`src/rtl/fir_out_decimator_if.sv`:
```
//------------------------------------------------------------------------------
// fir_out_decimator_if
//   Valid/ready output stream of the FIR output decimator.
//   Revision: 1.0
//------------------------------------------------------------------------------
`default_nettype none

interface fir_out_decimator_if #(
  parameter int OUT_WIDTH = 8
);
  logic [OUT_WIDTH-1:0] m_data;
  logic                 m_valid;
  logic                 m_ready;

  modport master (output m_data, output m_valid, input m_ready);
  modport slave  (input m_data, input m_valid, output m_ready);
endinterface

`default_nettype wire

```
`src/rtl/fir_out_decimator.sv`:
```
//------------------------------------------------------------------------------
// fir_out_decimator
//   Keeps 1 of DECIM filter samples, scales by 2^-SHIFT, saturates to
//   OUT_WIDTH bits and buffers results in a DEPTH-entry FIFO.
//   Optional round-half-up scaling: define FIR_DEC_ROUND_EN.
//   Revision: 1.0
//------------------------------------------------------------------------------
`default_nettype none

module fir_out_decimator #(
  parameter int IN_WIDTH  = 20,
  parameter int OUT_WIDTH = 8,
  parameter int SHIFT     = 10,
  parameter int DECIM     = 4,
  parameter int DEPTH     = 4
) (
  input  wire logic                   CLK_Filter,
  input  wire logic                   rst,
  input  wire logic [IN_WIDTH-1:0]    sample_in,
  input  wire logic                   sample_valid,
  fir_out_decimator_if.master         m_if,
  output logic [$clog2(DEPTH):0]      fifo_level,
  output logic                        sat_flag,
  output logic                        ovf_flag,
  input  wire logic                   flag_clr
);

  localparam int c_PH_W  = (DECIM > 1) ? $clog2(DECIM) : 1;
  localparam int c_PTR_W = $clog2(DEPTH);
  localparam int c_LVL_W = c_PTR_W + 1;

  localparam logic [c_PH_W-1:0]  c_PH_LAST = c_PH_W'(DECIM - 1);
  localparam logic [IN_WIDTH:0]  c_MAX     = (IN_WIDTH+1)'((1 << OUT_WIDTH) - 1);
  localparam logic [c_LVL_W-1:0] c_FULL    = c_LVL_W'(DEPTH);
`ifdef FIR_DEC_ROUND_EN
  localparam logic [IN_WIDTH:0]  c_RND     = (IN_WIDTH+1)'(1) << (SHIFT - 1);
`else
  localparam logic [IN_WIDTH:0]  c_RND     = '0;
`endif

  logic [c_PH_W-1:0]    r_phase;
  logic [IN_WIDTH-1:0]  r_in_data;
  logic                 r_in_valid;
  logic [OUT_WIDTH-1:0] r_s1_data;
  logic                 r_s1_valid;
  logic [OUT_WIDTH-1:0] r_mem [DEPTH];
  logic [c_PTR_W-1:0]   r_wr_ptr;
  logic [c_PTR_W-1:0]   r_rd_ptr;
  logic [c_LVL_W-1:0]   r_level;

  logic                 w_keep;
  logic [IN_WIDTH:0]    w_sum;
  logic [IN_WIDTH:0]    w_shr;
  logic                 w_sat;
  logic [OUT_WIDTH-1:0] w_q;
  logic                 w_full;
  logic                 w_pop;
  logic                 w_push;
  logic                 w_drop;

  assign w_keep = sample_valid && (r_phase == '0);

  always_ff @(posedge CLK_Filter) begin
    if (rst) begin
      r_phase <= '0;
    end else if (sample_valid) begin
      r_phase <= (r_phase == c_PH_LAST) ? '0 : r_phase + c_PH_W'(1);
    end
  end

  always_ff @(posedge CLK_Filter) begin
    if (rst) begin
      r_in_data  <= '0;
      r_in_valid <= 1'b0;
    end else begin
      r_in_valid <= w_keep;
      if (w_keep) begin
        r_in_data <= sample_in;
      end
    end
  end

  // One extra bit of headroom so the rounding offset never wraps.
  assign w_sum = {1'b0, r_in_data} + c_RND;
  assign w_shr = w_sum >> SHIFT;
  assign w_sat = (w_shr > c_MAX);
  assign w_q   = w_sat ? '1 : w_shr[OUT_WIDTH-1:0];

  always_ff @(posedge CLK_Filter) begin
    if (rst) begin
      r_s1_data  <= '0;
      r_s1_valid <= 1'b0;
    end else begin
      r_s1_valid <= r_in_valid;
      if (r_in_valid) begin
        r_s1_data <= w_q;
      end
    end
  end

  assign w_full = (r_level == c_FULL);
  assign w_pop  = (r_level != '0) && m_if.m_ready;
  assign w_push = r_s1_valid && (!w_full || w_pop);
  assign w_drop = r_s1_valid && w_full && !w_pop;

  always_ff @(posedge CLK_Filter) begin
    if (rst) begin
      for (int i = 0; i < DEPTH; i++) begin
        r_mem[i] <= '0;
      end
      r_wr_ptr <= '0;
      r_rd_ptr <= '0;
      r_level  <= '0;
    end else begin
      if (w_push) begin
        r_mem[r_wr_ptr] <= r_s1_data;
        r_wr_ptr        <= r_wr_ptr + c_PTR_W'(1);
      end
      if (w_pop) begin
        r_rd_ptr <= r_rd_ptr + c_PTR_W'(1);
      end
      case ({w_push, w_pop})
        2'b10:   r_level <= r_level + c_LVL_W'(1);
        2'b01:   r_level <= r_level - c_LVL_W'(1);
        default: r_level <= r_level;
      endcase
    end
  end

  // Sticky flags: a new event in the same cycle overrides the clear.
  always_ff @(posedge CLK_Filter) begin
    if (rst) begin
      sat_flag <= 1'b0;
      ovf_flag <= 1'b0;
    end else begin
      if (r_in_valid && w_sat) begin
        sat_flag <= 1'b1;
      end else if (flag_clr) begin
        sat_flag <= 1'b0;
      end
      if (w_drop) begin
        ovf_flag <= 1'b1;
      end else if (flag_clr) begin
        ovf_flag <= 1'b0;
      end
    end
  end

  assign m_if.m_data  = r_mem[r_rd_ptr];
  assign m_if.m_valid = (r_level != '0);
  assign fifo_level   = r_level;

endmodule

`default_nettype wire

```
`src/flat_wrapper.sv`:
```
// flat-port wrapper written by rule: the top's interface ports become plain ports
module fir_out_decimator_flat 
#(
  parameter int IN_WIDTH  = 20,
  parameter int OUT_WIDTH = 8,
  parameter int SHIFT     = 10,
  parameter int DECIM     = 4,
  parameter int DEPTH     = 4
)
  (CLK_Filter, rst, sample_in, sample_valid, fifo_level, sat_flag, ovf_flag, flag_clr, m_if_m_data, m_if_m_valid, m_if_m_ready);
  fir_out_decimator_if #(.OUT_WIDTH(OUT_WIDTH)) m_if_i ();
  input  wire logic CLK_Filter;
  input  wire logic rst;
  input  wire logic [IN_WIDTH-1:0] sample_in;
  input  wire logic sample_valid;
  output logic [$clog2(DEPTH):0] fifo_level;
  output logic sat_flag;
  output logic ovf_flag;
  input  wire logic flag_clr;
  output wire logic [$bits(m_if_i.m_data)-1:0] m_if_m_data;
  output wire logic [$bits(m_if_i.m_valid)-1:0] m_if_m_valid;
  input wire logic [$bits(m_if_i.m_ready)-1:0] m_if_m_ready;
  assign m_if_m_data = m_if_i.m_data;
  assign m_if_m_valid = m_if_i.m_valid;
  assign m_if_i.m_ready = m_if_m_ready;
  fir_out_decimator #(.IN_WIDTH(IN_WIDTH), .OUT_WIDTH(OUT_WIDTH), .SHIFT(SHIFT), .DECIM(DECIM), .DEPTH(DEPTH)) u_core (.CLK_Filter(CLK_Filter), .rst(rst), .sample_in(sample_in), .sample_valid(sample_valid), .m_if(m_if_i), .fifo_level(fifo_level), .sat_flag(sat_flag), .ovf_flag(ovf_flag), .flag_clr(flag_clr));
endmodule
```
`config.mk`:
```
export PLATFORM = sky130hd
export DESIGN_NAME = fir_out_decimator_flat
export DESIGN_NICKNAME = d
export VERILOG_FILES = /design/src/rtl/fir_out_decimator_if.sv /design/src/rtl/fir_out_decimator.sv /design/src/flat_wrapper.sv
export SDC_FILE = /design/constraint.sdc
export NUM_CORES = 1
export LEC_CHECK = 0
export CORE_MARGIN = 10
export CORE_UTILIZATION = 58
export CTS_CLUSTER_SIZE = 40
export DETAILED_ROUTE_END_ITERATION = 8
export PLACE_DENSITY = 0.83
export SLEW_MARGIN = 20
export SYNTH_ARGS = -nofsm -noshare
export SYNTH_HDL_FRONTEND = slang
export SYNTH_SLANG_ARGS = --single-unit
```
`constraint.sdc`:
```
create_clock -name CLK_Filter -period 5.2 [get_ports CLK_Filter]
set_input_delay 1.04 -clock CLK_Filter [delete_from_list [all_inputs] [get_ports CLK_Filter]]
set_output_delay 1.04 -clock CLK_Filter [all_outputs]
set_load 0.02 [all_outputs]
```
== Word-level counts from Yosys, hierarchy flattened ==
Memory sizes are Yosys's and may differ from the RTL's. A register that Yosys moved wholly into a read port is not among the register bits.
Index checks and enable logic that the tools add are counted.
Cells by class
  add/subtract/negate cells: 5
  magnitude comparators: 1
  equal/unequal tests: 4
  mux-type cells: 16
  reduce and logical (&&, ||, !) cells: 15
Operator list (count)
  two-way mux 8 bit: 2
  greater-than comparator 10 x 8 -> 1 bit, second input constant: 1
  two-way mux 1 bit: 9
  two-way mux 2 bit: 4
  OR reduction 8 bit: 1
  adder 2 x 1 -> 2 bit, second input constant: 3
  logical AND 1 bit: 6
  one-hot mux 3 bit (2 select lines): 1
  nonzero test 2 bit: 3
  equality test 2 bit, second input constant: 2
  adder 3 x 1 -> 3 bit, second input constant: 1
  equality test 3 bit, second input constant: 1
  nonzero test 3 bit: 1
  subtractor 3 x 1 -> 3 bit, second input constant: 1
  equality test 2 x 1 -> 1 bit, second input constant: 1
  logical NOT 1 bit: 2
  logical NOT 2 bit: 1
  logical OR 1 bit: 1
Storage, ports and cells
  flip-flop bits (word level): 41
  memory bits (writable): 32
  input bits: 25
  output and inout port bits: 14
  word-level logic and storage cells: 52
  memories kept: 1
Memories
  u_core.r_mem: words 4, bits a word 8, rd ports 1, clocked after Yosys merged registers in 1, write ports 4, line fir_out_decimator.sv:46  | logic [OUT_WIDTH-1:0] r_mem [DEPTH];

== Depth between registers and ports, before layout ==
Gate-level depths: netlist of the first run.
  depth after elaboration: 9
  depth in mapped cells: 9
  depth with buffers taken out: 9

== Worst setup path before layout of the first run ==
Ideal clock, no wire load.
  path kind: input port to flip-flop
  start point: input m_if_m_ready
  end point: register u_core.r_level[2], in the netlist u_core.fifo_level[2]
  arrival: 2763 ps
  required time: 5130 ps
  slack: 2367 ps
  stages on the path: 9
  buffers on the path: 0
  path through: nor4b_4 nor2b_1 inv_1 ha_1 inv_1 fa_1 xor2_1 or3_1 a21oi_1
Between the ends
  word-level cells in the longest chain between the ends: 5
  elaborated cells on any way between the ends: 7
  those cells by class: eq/ne (2); mux (1); reduce/logical (4)
RTL lines
  start, declared: line flat_wrapper.sv:22  | input wire logic [$bits(m_if_i.m_ready)-1:0] m_if_m_ready;
  logical AND 1 bit (*): line fir_out_decimator.sv:102  | assign w_pop = (r_level != '0) && m_if.m_ready;
  logical OR 1 bit: line fir_out_decimator.sv:103  | assign w_push = r_s1_valid && (!w_full || w_pop);
  logical AND 1 bit: line fir_out_decimator.sv:103
  equality test 2 x 1 -> 1 bit or equality test 2 bit (tied branches): line fir_out_decimator.sv:122  | case ({w_push, w_pop})
  one-hot mux 3 bit (2 select lines) or nonzero test 2 bit (tied branches)
  end signal, assigned: line fir_out_decimator.sv:123  | 2'b10: r_level <= r_level + c_LVL_W'(1);
  end signal, assigned: line fir_out_decimator.sv:124  | 2'b01: r_level <= r_level - c_LVL_W'(1);
  end signal, assigned: line fir_out_decimator.sv:125  | default: r_level <= r_level;
  end, declared: line fir_out_decimator.sv:49  | logic [c_LVL_W-1:0] r_level;
Every way passes the cells marked *; elsewhere a longest branch is shown, timed or not.
A chain may end at the register's enable or synchronous reset.

==> results of run 1 <==
[metrics by stage]
| stage | cell area (um2) | setup slack, ns | instances | hold WS (ns) |
|---|---|---|---|---|
| floorplan | 2700 | 2.37 | 222 | 0.436 |
| global placement | 3030 | 1.75 | 295 | 0.444 |
| detailed placement | 3030 | 1.71 | 295 | 0.449 |
| CTS | 3210 | 1.98 | 311 | 0.459 |
| finish | 3210 | 2.03 | 311 | 0.458 |
| global route | 3210 | 1.89 | 311 | 0.496 |
[state kept, by name, indices dropped and copies added, names as in the netlist, 2 cells and up, named ones only]
| name | cells |
|---|---|
| u_core.r_wr_ptr | 2 |
| u_core.r_mem | 32 |
| u_core.r_s1_data | 8 |
| u_core.fifo_level | 3 |
| u_core.r_rd_ptr | 2 |
| u_core.r_phase | 2 |
| u_core.r_in_data | 10 |
[final cells by class]
type,count,area share [%]
clock inverters,6,1.83
multi-input cells,141,31.7
inverters,7,0.817
well taps,52,2.02
repair buffers,30,9.19
flip-flops and latches,65,50.4
clock buffers,10,3.97
[cell families after synthesis]
group / after synthesis / share of synthesized area [%]
mux: 19 / 10.8
flops: 65 / 60.0
xor+xnor: 4 / 1.30
fa+ha+maj: 4 / 2.13
buf+inv: 16 / 2.31
simple gates: 83 / 17.1
compound gates: 31 / 6.39
[worst register-to-register path, stage by stage, from the launching register on]
cell,delay [ns]
dfxtp_1,0.39
nor4b_4,0.49
nor2b_1,0.18
inv_1,0.09
ha_1,0.18
inv_1,0.06
fa_1,0.37
xor2_1,0.15
or3_1,0.30
a21oi_1,0.14
[worst max-delay path by stage]
stage | start | to | cells after the start
floorplan | m_if_m_ready | u_core.fifo_level[2]$_SDFFE_PP0P_ | 9
global route | flip-flop | m_if_m_data[2] | 2
detailed placement | m_if_m_ready | u_core.fifo_level[2]$_SDFFE_PP0P_ | 10
CTS | flip-flop | m_if_m_data[1] | 2
global placement | m_if_m_ready | u_core.fifo_level[2]$_SDFFE_PP0P_ | 10
finish | flip-flop | m_if_m_data[2] | 2
[power breakdown]
part	total, uW	leakage [uW]	switching, uW	internal (uW)
logic	164	0.000467	77.5	86.8
registers	599	0.000600	32.7	566
clock network	403	0.0000897	185	218
[metal layers]
metal / vias to the layer above / track usage, % / share of wire (%)
li1: 844 / - / -
met2: 42 / 22.4 / 48
met4: 0 / 7.93 / 2.2
met1: 777 / 14.5 / 43
met3: 9 / 4.04 / 6.5
met5: - / 0 / 0
[cells in the final DEF, fill, tap and decap left out, types with 2 or more instances in the layout]
| master | n |
|---|---|
| and2_1 | 33 |
| mux4_2 | 8 |
| mux2i_1 | 10 |
| nand2_1 | 22 |
| dfxtp_1 | 33 |
| nand2b_1 | 3 |
| or3_1 | 3 |
| clkdlybuf4s50_1 | 28 |
| ha_1 | 3 |
| nor2_1 | 14 |
| o21ai_0 | 2 |
| xor2_1 | 3 |
| inv_1 | 7 |
| buf_4 | 2 |
| clkinvlp_4 | 2 |
| edfxtp_1 | 32 |
| clkinv_2 | 2 |
| a31o_2 | 2 |
| nor2b_1 | 3 |
| clkbuf_8 | 9 |
| a21oi_1 | 23 |
==> impl.org, run 1 <==
** Critical path
- Number of buffers and inverters on the critical path :: 1
- The worst register-to-register path has a setup slack of 2.79 ns.
- Data required, critical path :: 4.16 ns
- Reg2Reg Depth :: 9
- Gate family responsible for the most delay along the worst path :: flip-flops
- The worst setup path is launched from a flip-flop.
- On the critical path, the stage with the largest delay is an instance of dfxtp_1.
- Largest fanout on the critical path :: 8
- Crit-path cells :: mux4_2, clkdlybuf4s50_1
- The largest single stage delay on the critical path is 0.66 ns.
- Start of the worst register-to-register path :: u_core.fifo_level[0]$_SDFFE_PP0P_
- Kind of capture point of the worst setup path :: primary output
- End of the worst register-to-register path :: u_core.fifo_level[2]$_SDFFE_PP0P_
- Type of the worst setup path :: reg -> out
- Data arrives at the worst endpoint at 2.13 ns.

** Clock tree
- Setup fix buffers added after clock tree synthesis :: 0
- CTS H-tree depth :: 3
- In this run the clock root is driven by a clkbuf_8.
- Worst-case clock buffer depth :: 2
- Clock-pin slew reported for the worst setup and hold paths after clock tree synthesis :: 0.07 ns
- Total of hold buffers inserted after clock tree synthesis :: 0
- The number of gates resized after CTS was 0.
- TritonCTS built the clock tree.
- Inserted Clock Buffers :: 9
- Worst skew pair latency :: 0.33 ns
- Number of clock sinks seen by CTS :: 65

** Finish
- Final layout net count :: 283
- The multi-input combinational cells in the finished layout cover a total of 1020 um2.
- Fill cell total of the finished layout :: 337
- The sequential cells in the finished layout cover a total of 1620 um2.
- In the final layout, the share of cells above drive strength 1 is 11.2%.
- Layout area overhead :: 18.9%
- Measured on the finished design, the core utilization comes to 72.3%.
- Antenna diode count :: 0

** Synth
- Synthesis warning total :: 0
- Area share of the largest cell type after synthesis :: 35.5%
- Number of cells produced by synthesis :: 222
- Averaged over all synthesized cells, the footprint is 12.2 um2.
- Yosys mapped the design onto 31 distinct sky130hd cell types.
- By count the netlist is led by and2_1 (33), dfxtp_1 (33), edfxtp_1 (32), a21oi_1 (23), nand2_1 (22).
- The synthesized netlist occupies a cell area of 2700 um2.
- Post-synthesis cell type with the largest combined area :: edfxtp_1
- Sorting the synthesized cells by area gives the leading types as edfxtp_1 (36%), dfxtp_1 (24%), and2_1 (7.6%).
- Flip-flop cell with the highest count after synthesis :: dfxtp_1
- Synth Register Bits :: 65
- Syn nets :: 251
- Number of synthesized flops with an enable pin :: 32
- Sequential cells were found to cover 60.0% of the synthesized design area.
- Counting flops with an async set or reset pin after synthesis yields a share of 0%.

** Timing
- Transition at the pin with the smallest max-transition slack :: 0.855 ns
- Clock skew on the completed layout was measured at 0.00713 ns.
- The max-slew violation count came to 0.
- Final number of hold-violating endpoints :: 0
- After layout, the worst path uses 61.0% of the clock period.
- The worst pin sits at a relative slew slack of 42.9%.
- Maximum clock rate :: 315 MHz
- After routing, the total negative slack on setup checks comes to 0 ns.
- Setup repair after global routing left no endpoint under its margin.
- Setup violations remaining at the end of the flow were counted as 0.
- Clock period minus final worst setup slack :: 3.17 ns

** Floorplanning
- Floorplan Core Area :: 4440 um2
- The die covers 7790 um2.
- From bottom edge to top edge, the die measures 88.3 um.
- The floorplan has 24 rows.
- From left edge to right edge, the die measures 88.3 um.
- Pin placement for this block handled 39 I/O pins.
- The initial utilization of the core area, before any placement, comes to 60.8%.

** Flow run
- Max-cap violations in this run came to 0.

** Hold path
- Counting instances, the worst hold path has a depth of 2.
- Endpoint of the worst hold path :: u_core.r_in_data[11]$_SDFFE_PP0P_
- Hold/Removal Path Class :: reg -> reg
- The worst hold path begins at u_core.r_in_data[11]$_SDFFE_PP0P_.

** Global route
- After global routing the overflow that remains totals 0.
- The first global-routing pass estimated 7700 um of wire.
- In the global route stage, overall resource usage came out at 13.3%.
- The number of global-route vias before repair came to 1644.
- Initial antenna violation count :: 0
- Entering global routing, the biggest net connects 42 pins.

** Detailed routing
- For this run, design rule violations remaining after detail routing come to 0.
- Detailed-route via count :: 1672
- Number of optimization iterations in the first detailed-route pass :: 4
- Number of violations reported at the end of detailed-routing iteration 0 :: 138
- After detailed routing, the total wire length is 4680 um.
- Using the TritonRoute via totals, the vias-per-cell ratio works out to 5.38.
- Antenna-violating nets left :: 0
- Dividing the detail-routed wire length by the instance count gives 15.1 um.

** Pwr
- The completed layout was analyzed and its total power is 1170 uW.
- Peak VDD IR :: 0.000246 V
- The analysis attributes to cell leakage a power of 0.00116 uW.
- Power per Cell Area :: 363 nW/um2

** Place
- # port buffers :: 28
- Post-detail-place hpwl :: 3150 um
- Placer's final routability congestion estimate :: 0.756

** Run status
- The run finished with clean final reports.
No activity file was read; power rests on OpenSTA's default activity.
==> inputs of run 2 (changes only) <==
CORE_UTILIZATION = 53   (was 58)
PLACE_DENSITY = 0.77   (was 0.83)
clock period = 3 ns   (was 5.2 ns; I/O delays follow)
==> run 2 against run 1 <==
- sequential share of layout area shrank 0.66 points
- global-route usage shrank 1.0 points
- flip-flop and latch count is the same
- highest routed layer unchanged
- power grew 75%
- critical path depth is the same
- die area grew 7.3%
- register-to-register slack lost 1.9 ns
- largest cell class unchanged
==> impl.org, run 2 (synthesis results as in run 1) <==
** Pwr
- Share of total power in the clock network :: 35.1%
- Switching part of the total power :: 24.5%
- For this design the total switching power over the nets is 500 uW.
- Share of power burned in registers :: 51.0%
- Share of power burned in combinational logic :: 13.9%
- Internal power comes to 1540 uW.
- Leak :: 0.00118 uW
- Dividing total power by cell area gives a power density of 626 nW/um2.
- IR analysis of the VDD net gives a maximum drop of 0.000381 V.

** Timing
- Summed over all failing endpoints, the final setup total negative slack is 0 ns.
- Worst slack on hold paths :: 0.454 ns
- The number of endpoints with negative hold slack in the final report was 0.
- On the final layout, the worst clock skew is 0.00693 ns.
- Worst slew margin :: 41.7%
- Transition at the pin with the smallest max-transition slack :: 0.873 ns
- Setup violations remaining at the end of the flow were counted as 0.
- Maximum clock rate :: 366 MHz
- Dividing the final minimum period by the clock period gives 91.1%.
- Clock period minus final worst setup slack :: 2.73 ns
- The max-slew violation count was 0.
- Setup repair after global routing left no endpoint under its margin.

** Place
- Post-detail-place hpwl :: 3310 um
- # port buffers :: 28
- The congestion estimate from routability-driven global placement came to 0.718.
- Post-Place Cells :: 312

** Detailed routing
- Detailed-route via count :: 1657
- The first detailed-routing pass took 4 iterations.
- Summed over all layers, the routed wires come to 4830 um.
- Antenna-violating nets left :: 0
- Routed via count divided by cell count :: 5.05
- Detailed-routed wire length on met3 :: 238 um
- After detailed routing, the wire length on met1 is 2260 um.
- DRC viols :: 0
- Top routing layer in use :: met4
- After detailed routing, the average wire length per cell comes to 14.7 um.
- Number of violations reported at the end of detailed-routing iteration 0 :: 129
- Wire segments on met2 add up to 2240 um in the final route.

** Global route
- Total global routing track utilization :: 12.2%
- The initial antenna violation count was 0.
- Summed over all layers, the global routing overflow is 0.
- Largest net degree at the start of global routing :: 41
- The number of global-route vias before repair came to 1705.
- The first global-routing pass estimated 8140 um of wire.

** Clock tree
- TritonCTS built the clock tree.
- Number of gates resized after CTS :: 0
- The clock passes through at most 2 buffers.
- Total of hold buffers inserted after clock tree synthesis :: 0
- Setup fix buffers added after clock tree synthesis :: 0
- At the later pin of the worst-skew pair, clock insertion delay measures 0.34 ns.
- Number of clock sinks seen by CTS :: 65
- The tree is rooted in a clkbuf_8.
- The H-tree was split into 3 levels.
- Clock-pin slew reported for the worst setup and hold paths after clock tree synthesis :: 0.06 ns
- In this run, CTS created clock tree buffers numbering 9.

** Floorplanning
- Once the floorplan was initialized, standard cells occupied 55.8% of the core.
- The total area inside the core boundary comes to 4850 um2.
- Width of the chip :: 91.4 um
- The die covers 8360 um2.
- IO Count :: 39
- Die extent in y :: 91.4 um
- After floorplanning, the core was divided into 25 placement rows.

** Finish
- Largest registers :: u_core.r_mem x32, u_core.r_in_data x10, u_core.r_s1_data x8
- Antenna diode count :: 0
- Number of flip-flops under the largest register name :: 32
- Combined area of the multi-input logic cells :: 1030 um2
- Top library cells by usage in the layout, fill and taps aside :: and2_1 (33), dfxtp_1 (33), edfxtp_1 (32), clkdlybuf4s50_1 (28), a21oi_1 (23)
- In the final layout, the share of cells above drive strength 1 is 11.9%.
- In the final design database the tool counted 285 nets.
- From synthesis to final layout, the design area changed by 20.5%.
- Register bank with the most flops :: u_core.r_mem
- The count of cells in the finished layout, fillers not included, comes to 328.
- Fill cell total of the finished layout :: 381
- Summing all flip-flop and latch instances after layout gives 1620 um2.

** Hold path
- The worst hold path begins at u_core.r_in_data[17]$_SDFFE_PP0P_.
- Hold/Removal Path Class :: reg -> reg

** Flow run
- Max-cap check violation count :: 0

** Critical path
- Data arrival time of the critical path :: 2.13 ns
- The setup path with the least slack is of type reg -> out.
- Largest fanout on the critical path :: 8
- In this run the critical register-to-register path is launched from u_core.fifo_level[0]$_SDFFE_PP0P_.
- At the worst endpoint, the required time is 2.40 ns.
- The worst setup path is launched from a flip-flop.
- STA classifies the critical path endpoint as a primary output.

** Run status
- Outcome :: finished clean
run 2: cell type report:
| class | count | share of cell area, % |
|---|---|---|
| clock buffer | 13 | 4.57 |
| multi-input combinational | 141 | 31.5 |
| clock inverter | 3 | 1.23 |
| sequential | 65 | 49.8 |
| inverter | 7 | 0.807 |
| tap | 67 | 2.57 |
| timing repair buffer | 32 | 9.53 |
run 2: worst paths after layout:
kind | endpoint | slack [ns] | cells past startpoint
worst max-delay path | m_if_m_data[4] | 0.27 | 2
worst min-delay path | u_core.r_in_data[17]$_SDFFE_PP0P_ | 0.45 | 2
worst max register to register | u_core.fifo_level[2]$_SDFFE_PP0P_ | 0.85 | 9
worst min register to register | u_core.r_in_data[17]$_SDFFE_PP0P_ | 0.45 | 2
run 2: per-stage QoR:
step	instance area, um2	util, %	setup WS [ns]	total power (uW)
final	3260	67.2	0.267	2040
after global routing	3260	67.2	0.102	2120
after CTS	3260	67.2	0.211	2050
after detailed placement	3070	63.3	0.211	1350
after global placement	3060	63.1	0.212	1340
after floorplan	2700	-	0.607	1230
run 2: routing by layer:
metal / up-vias / GRT usage [%]
li1: 851 / -
met1: 771 / 13.9
met2: 26 / 19.7
met3: 9 / 4.77
met4: 0 / 5.87
met5: - / 0
run 2: power groups by stage:
stage | combinational, uW | clock (uW) | sequential, uW
3_3_place_gp | 283 | 0 | 1060
4_1_cts | 289 | 725 | 1040
6_report | 284 | 715 | 1040
5_1_grt | 311 | 764 | 1050
2_1_floorplan | 194 | 0 | 1040
3_5_place_dp | 287 | 0 | 1060
run 2: worst max-delay path, stage by stage, from the launching register on:
cell and delay (ns):
dfxtp_1 0.67, mux4_2 0.57, clkdlybuf4s50_1 0.56
==> inputs of run 3 (changes only) <==
CORE_UTILIZATION = 48   (was 53)
GPL_TIMING_DRIVEN = 0   (was unset)
PLACE_DENSITY = 0.74   (was 0.77)
clock period = 2.3 ns   (was 3 ns; I/O delays follow)
==> run 3 against run 2 <==
- first-iteration DRC count rose by 3.9%
- worst hold slack improved by 0.00077 ns
- global-route usage rose by 0.088 points
- clock skew fell by 0.0016 ns
- register-to-register slack got worse by 0.66 ns
- combinational power rose by 39%
- setup slack got worse by 0.16 ns
- via count rose by 4.2%
- critical path type is now in -> reg
- cell area rose by 1.7%
- die area rose by 8.1%
- sequential share of layout area fell by 0.73 points
- flip-flop and latch count did not move
==> impl.org, run 3 (synthesis results as in run 1) <==
** Run status
- Outcome :: finished clean

** Finish
- After the last flow step, the layout net total stands at 292.
- Leaving out fill and tap cells, the most frequent cell in the layout is and2_1.
- Layout area overhead :: 22.5%
- Ratio of cells with drive above 1 in the final layout :: 14.9%
- The library cells used most frequently in the layout, excluding fill and tap cells, are and2_1 (33), edfxtp_1 (32), dfxtp_1 (30), nand2_1 (22), a21oi_1 (22).
- Antenna diode count :: 0
- Number of flip-flops under the largest register name :: 32
- More flip-flops sit in one register than any other, and that register is u_core.r_mem.
- In the final layout, the registers with the most flip-flops are u_core.r_mem x32, u_core.r_in_data x10, u_core.r_s1_data x8.

** Floorplanning
- The die covers 9040 um2.
- IO Count :: 39
- Effective utilization at floorplan :: 49.4%
- The floorplan has 27 rows.
- Die extent in y :: 95.1 um
- The region available for standard cell placement spans 5470 um2.
- The die is 95.1 um wide.

** Pwr
- In this run the power density over the cells is 817 nW/um2.
- In this run the static leakage power is 0.00122 uW.
- Peak VDD IR :: 0.000422 V
- The completed layout was analyzed and its total power is 2710 uW.

** Hold path
- In this run the most critical hold path is launched from u_core.r_in_data[18]$_SDFFE_PP0P_.
- Min-Delay Path Depth :: 2
- The worst hold path terminates at u_core.r_in_data[18]$_SDFFE_PP0P_.
- Hold/Removal Path Class :: reg -> reg

** Critical path
- Number of buffers and inverters on the critical path :: 3
- The worst register-to-register path has a depth of 9.
- In this design, the critical path's most frequently occurring cell is inv_1.
- Grouping stages by cell kind, the critical path spends the most delay in simple AND/OR/NAND/NOR gates.
- End of the worst register-to-register path :: u_core.fifo_level[2]$_SDFFE_PP0P_
- The worst setup path is of the in -> reg kind.
- For this run, the slowest stage of the critical path takes 0.37 ns.
- Along the worst path, the maximum fanout reaches 3.
- The signal on the critical path passes through dlygate4sd2_1, nor4b_4, nor2b_4, inv_1, ha_2, inv_1, fa_1, xor2_1, or3_1, a21oi_2.
- The worst setup path is captured at a flip-flop.
- In this run the register-to-register setup slack is 0.19 ns.
- Type of origin of the critical path :: input pin
- For this design, the slowest cell found on the critical path is nor4b_4.
- Data required, critical path :: 2.56 ns
- Data arrives at the worst endpoint at 2.45 ns.
- The worst register-to-register path begins at u_core.fifo_level[1]$_SDFFE_PP0P_.

** Global route
- Sum of overflow across all layers after global routing :: 0
- The number of global-route vias before repair came to 1848.
- The first global-routing pass estimated 8580 um of wire.
- Largest net degree at the start of global routing :: 12
- Initial antenna violation count :: 0
- Total global routing track utilization :: 12.3%

** Timing
- Total Negative Setup Slacks :: 0 ns
- Clock skew after layout :: 0.00531 ns
- Final number of hold-violating endpoints :: 0
- Of the available clock period, the critical path in the final layout requires 95.2%.
- Final-report max-slew violation count :: 0
- Derived from the worst setup path, the maximum achievable clock frequency is 457 MHz.
- Setup violations remaining at the end of the flow were counted as 0.
- Setup repair after global routing missed its margin :: no
- Transition at the pin with the smallest max-transition slack :: 0.828 ns
- Clock period minus final worst setup slack :: 2.19 ns
- In this run the tightest slew margin relative to its limit is 44.7%.

** Clock tree
- Cell chosen for the clock root :: clkbuf_8
- Worst skew pair latency :: 0.34 ns
- TritonCTS built the clock tree.
- Number of clock sinks seen by CTS :: 65
- The longest clock path from root to sink contains 2 buffers.
- In this run, CTS created clock tree buffers numbering 9.
- Clock-pin slew was measured on the worst setup and hold paths at 0.07 ns.
- CTS H-tree depth :: 3

** Detailed routing
- Number of violations reported at the end of detailed-routing iteration 0 :: 134
- Routed wire length per instance :: 14.6 um
- Routed via count divided by cell count :: 5.08
- Detailed-route via count :: 1726
- The detail route stage leaves a number of antenna-violating nets equal to 0.
- Number of optimization iterations in the first detailed-route pass :: 4
- Summed over all layers, the routed wires come to 4950 um.
- After detailed routing, the number of remaining DRC violations is 0.

** Flow run
- The tool flagged a number of max-cap violations equal to 0.

** Place
- # port buffers :: 28
- The congestion estimate from routability-driven global placement came to 0.749.
- Post-detail-place hpwl :: 3440 um
run 3: changes by cell type in the layout (fill, tap and decap cells not counted), moves of 2 or more:
cell             previous run  this run
dfxtp_2                     0         3
dlygate4sd2_1               0         9
buf_1                       0         2
clkbuf_1                    3         5
clkdlybuf4s50_1            28        19
dfxtp_1                    33        30
run 3: stage by stage:
step           hold WS, ns  setup slack (ns)  util (%)  cells  cell area, um2
6_report             0.454             0.110      60.5    340            3310
5_1_grt              0.490            0.0150      60.5    340            3310
4_1_cts              0.458            0.0676      60.0    338            3280
3_5_place_dp         0.448            -0.732      56.4    322            3080
3_3_place_gp         0.444            -0.639      56.2    322            3080
2_1_floorplan        0.436            0.0219         -    222            2710
run 3: final cells by class:
| class | count | area (um2) |
|---|---|---|
| plain buffers | 8 | 35.0 |
| clock buffers | 11 | 153 |
| clock inverters | 5 | 52.6 |
| fillers | 501 | 2160 |
| inverters | 7 | 26.3 |
| multi-input cells | 141 | 1040 |
| flip-flops and latches | 65 | 1630 |
| well taps | 72 | 90.1 |
| repair buffers | 31 | 292 |
run 3: worst register-to-register path: stages, from the launching register on:
cell and delay, ns:
dfxtp_2 0.37, nor4b_4 0.35, nor2b_4 0.07, inv_1 0.06
ha_2 0.18, inv_1 0.05, fa_1 0.37, xor2_1 0.16
or3_1 0.32, a21oi_2 0.12
run 3: timing repair:
item	4_1_cts	5_1_grt
buffers inserted	1	2
pin swaps	1	2
setup endpoints to repair	10	1
endpoints found under the hold margin	0	0
gates resized for setup	10	5
hold buffers	0	0
run 3: how the worst max path moves through the flow:
| stage | startpoint | end | slack [ns] | cells after the start |
|---|---|---|---|---|
| 2_1_floorplan | m_if_m_ready | u_core.fifo_level[2]$_SDFFE_PP0P_ | 0.02 | 9 |
| 3_3_place_gp | m_if_m_ready | u_core.fifo_level[2]$_SDFFE_PP0P_ | -0.64 | 10 |
| 3_5_place_dp | m_if_m_ready | u_core.fifo_level[2]$_SDFFE_PP0P_ | -0.73 | 10 |
| 4_1_cts | u_core.fifo_level[0]$_SDFFE_PP0P_ | u_core.fifo_level[2]$_SDFFE_PP0P_ | 0.07 | 9 |
| 5_1_grt | m_if_m_ready | u_core.fifo_level[2]$_SDFFE_PP0P_ | 0.01 | 10 |
| 6_report | m_if_m_ready | u_core.fifo_level[2]$_SDFFE_PP0P_ | 0.11 | 10 |
run 3: power breakdown:
part           total [uW]  leakage (uW)  switching (uW)  internal (uW)
Combinational         394      0.000513             199            195
Clock                 980      0.000104             419            561
Sequential           1340      0.000602            53.2           1280
Total                2710       0.00122             672           2040
run 3: metal layers:
layer	GRT usage, %	share of wire [%]	wire length, um	vias to the layer above
met5	0	0	0	-
met4	6.98	1.9	92	0
met3	3.46	4.3	213	8
met2	20.7	50	2490	34
met1	13.8	44	2150	823
li1	-	-	-	861
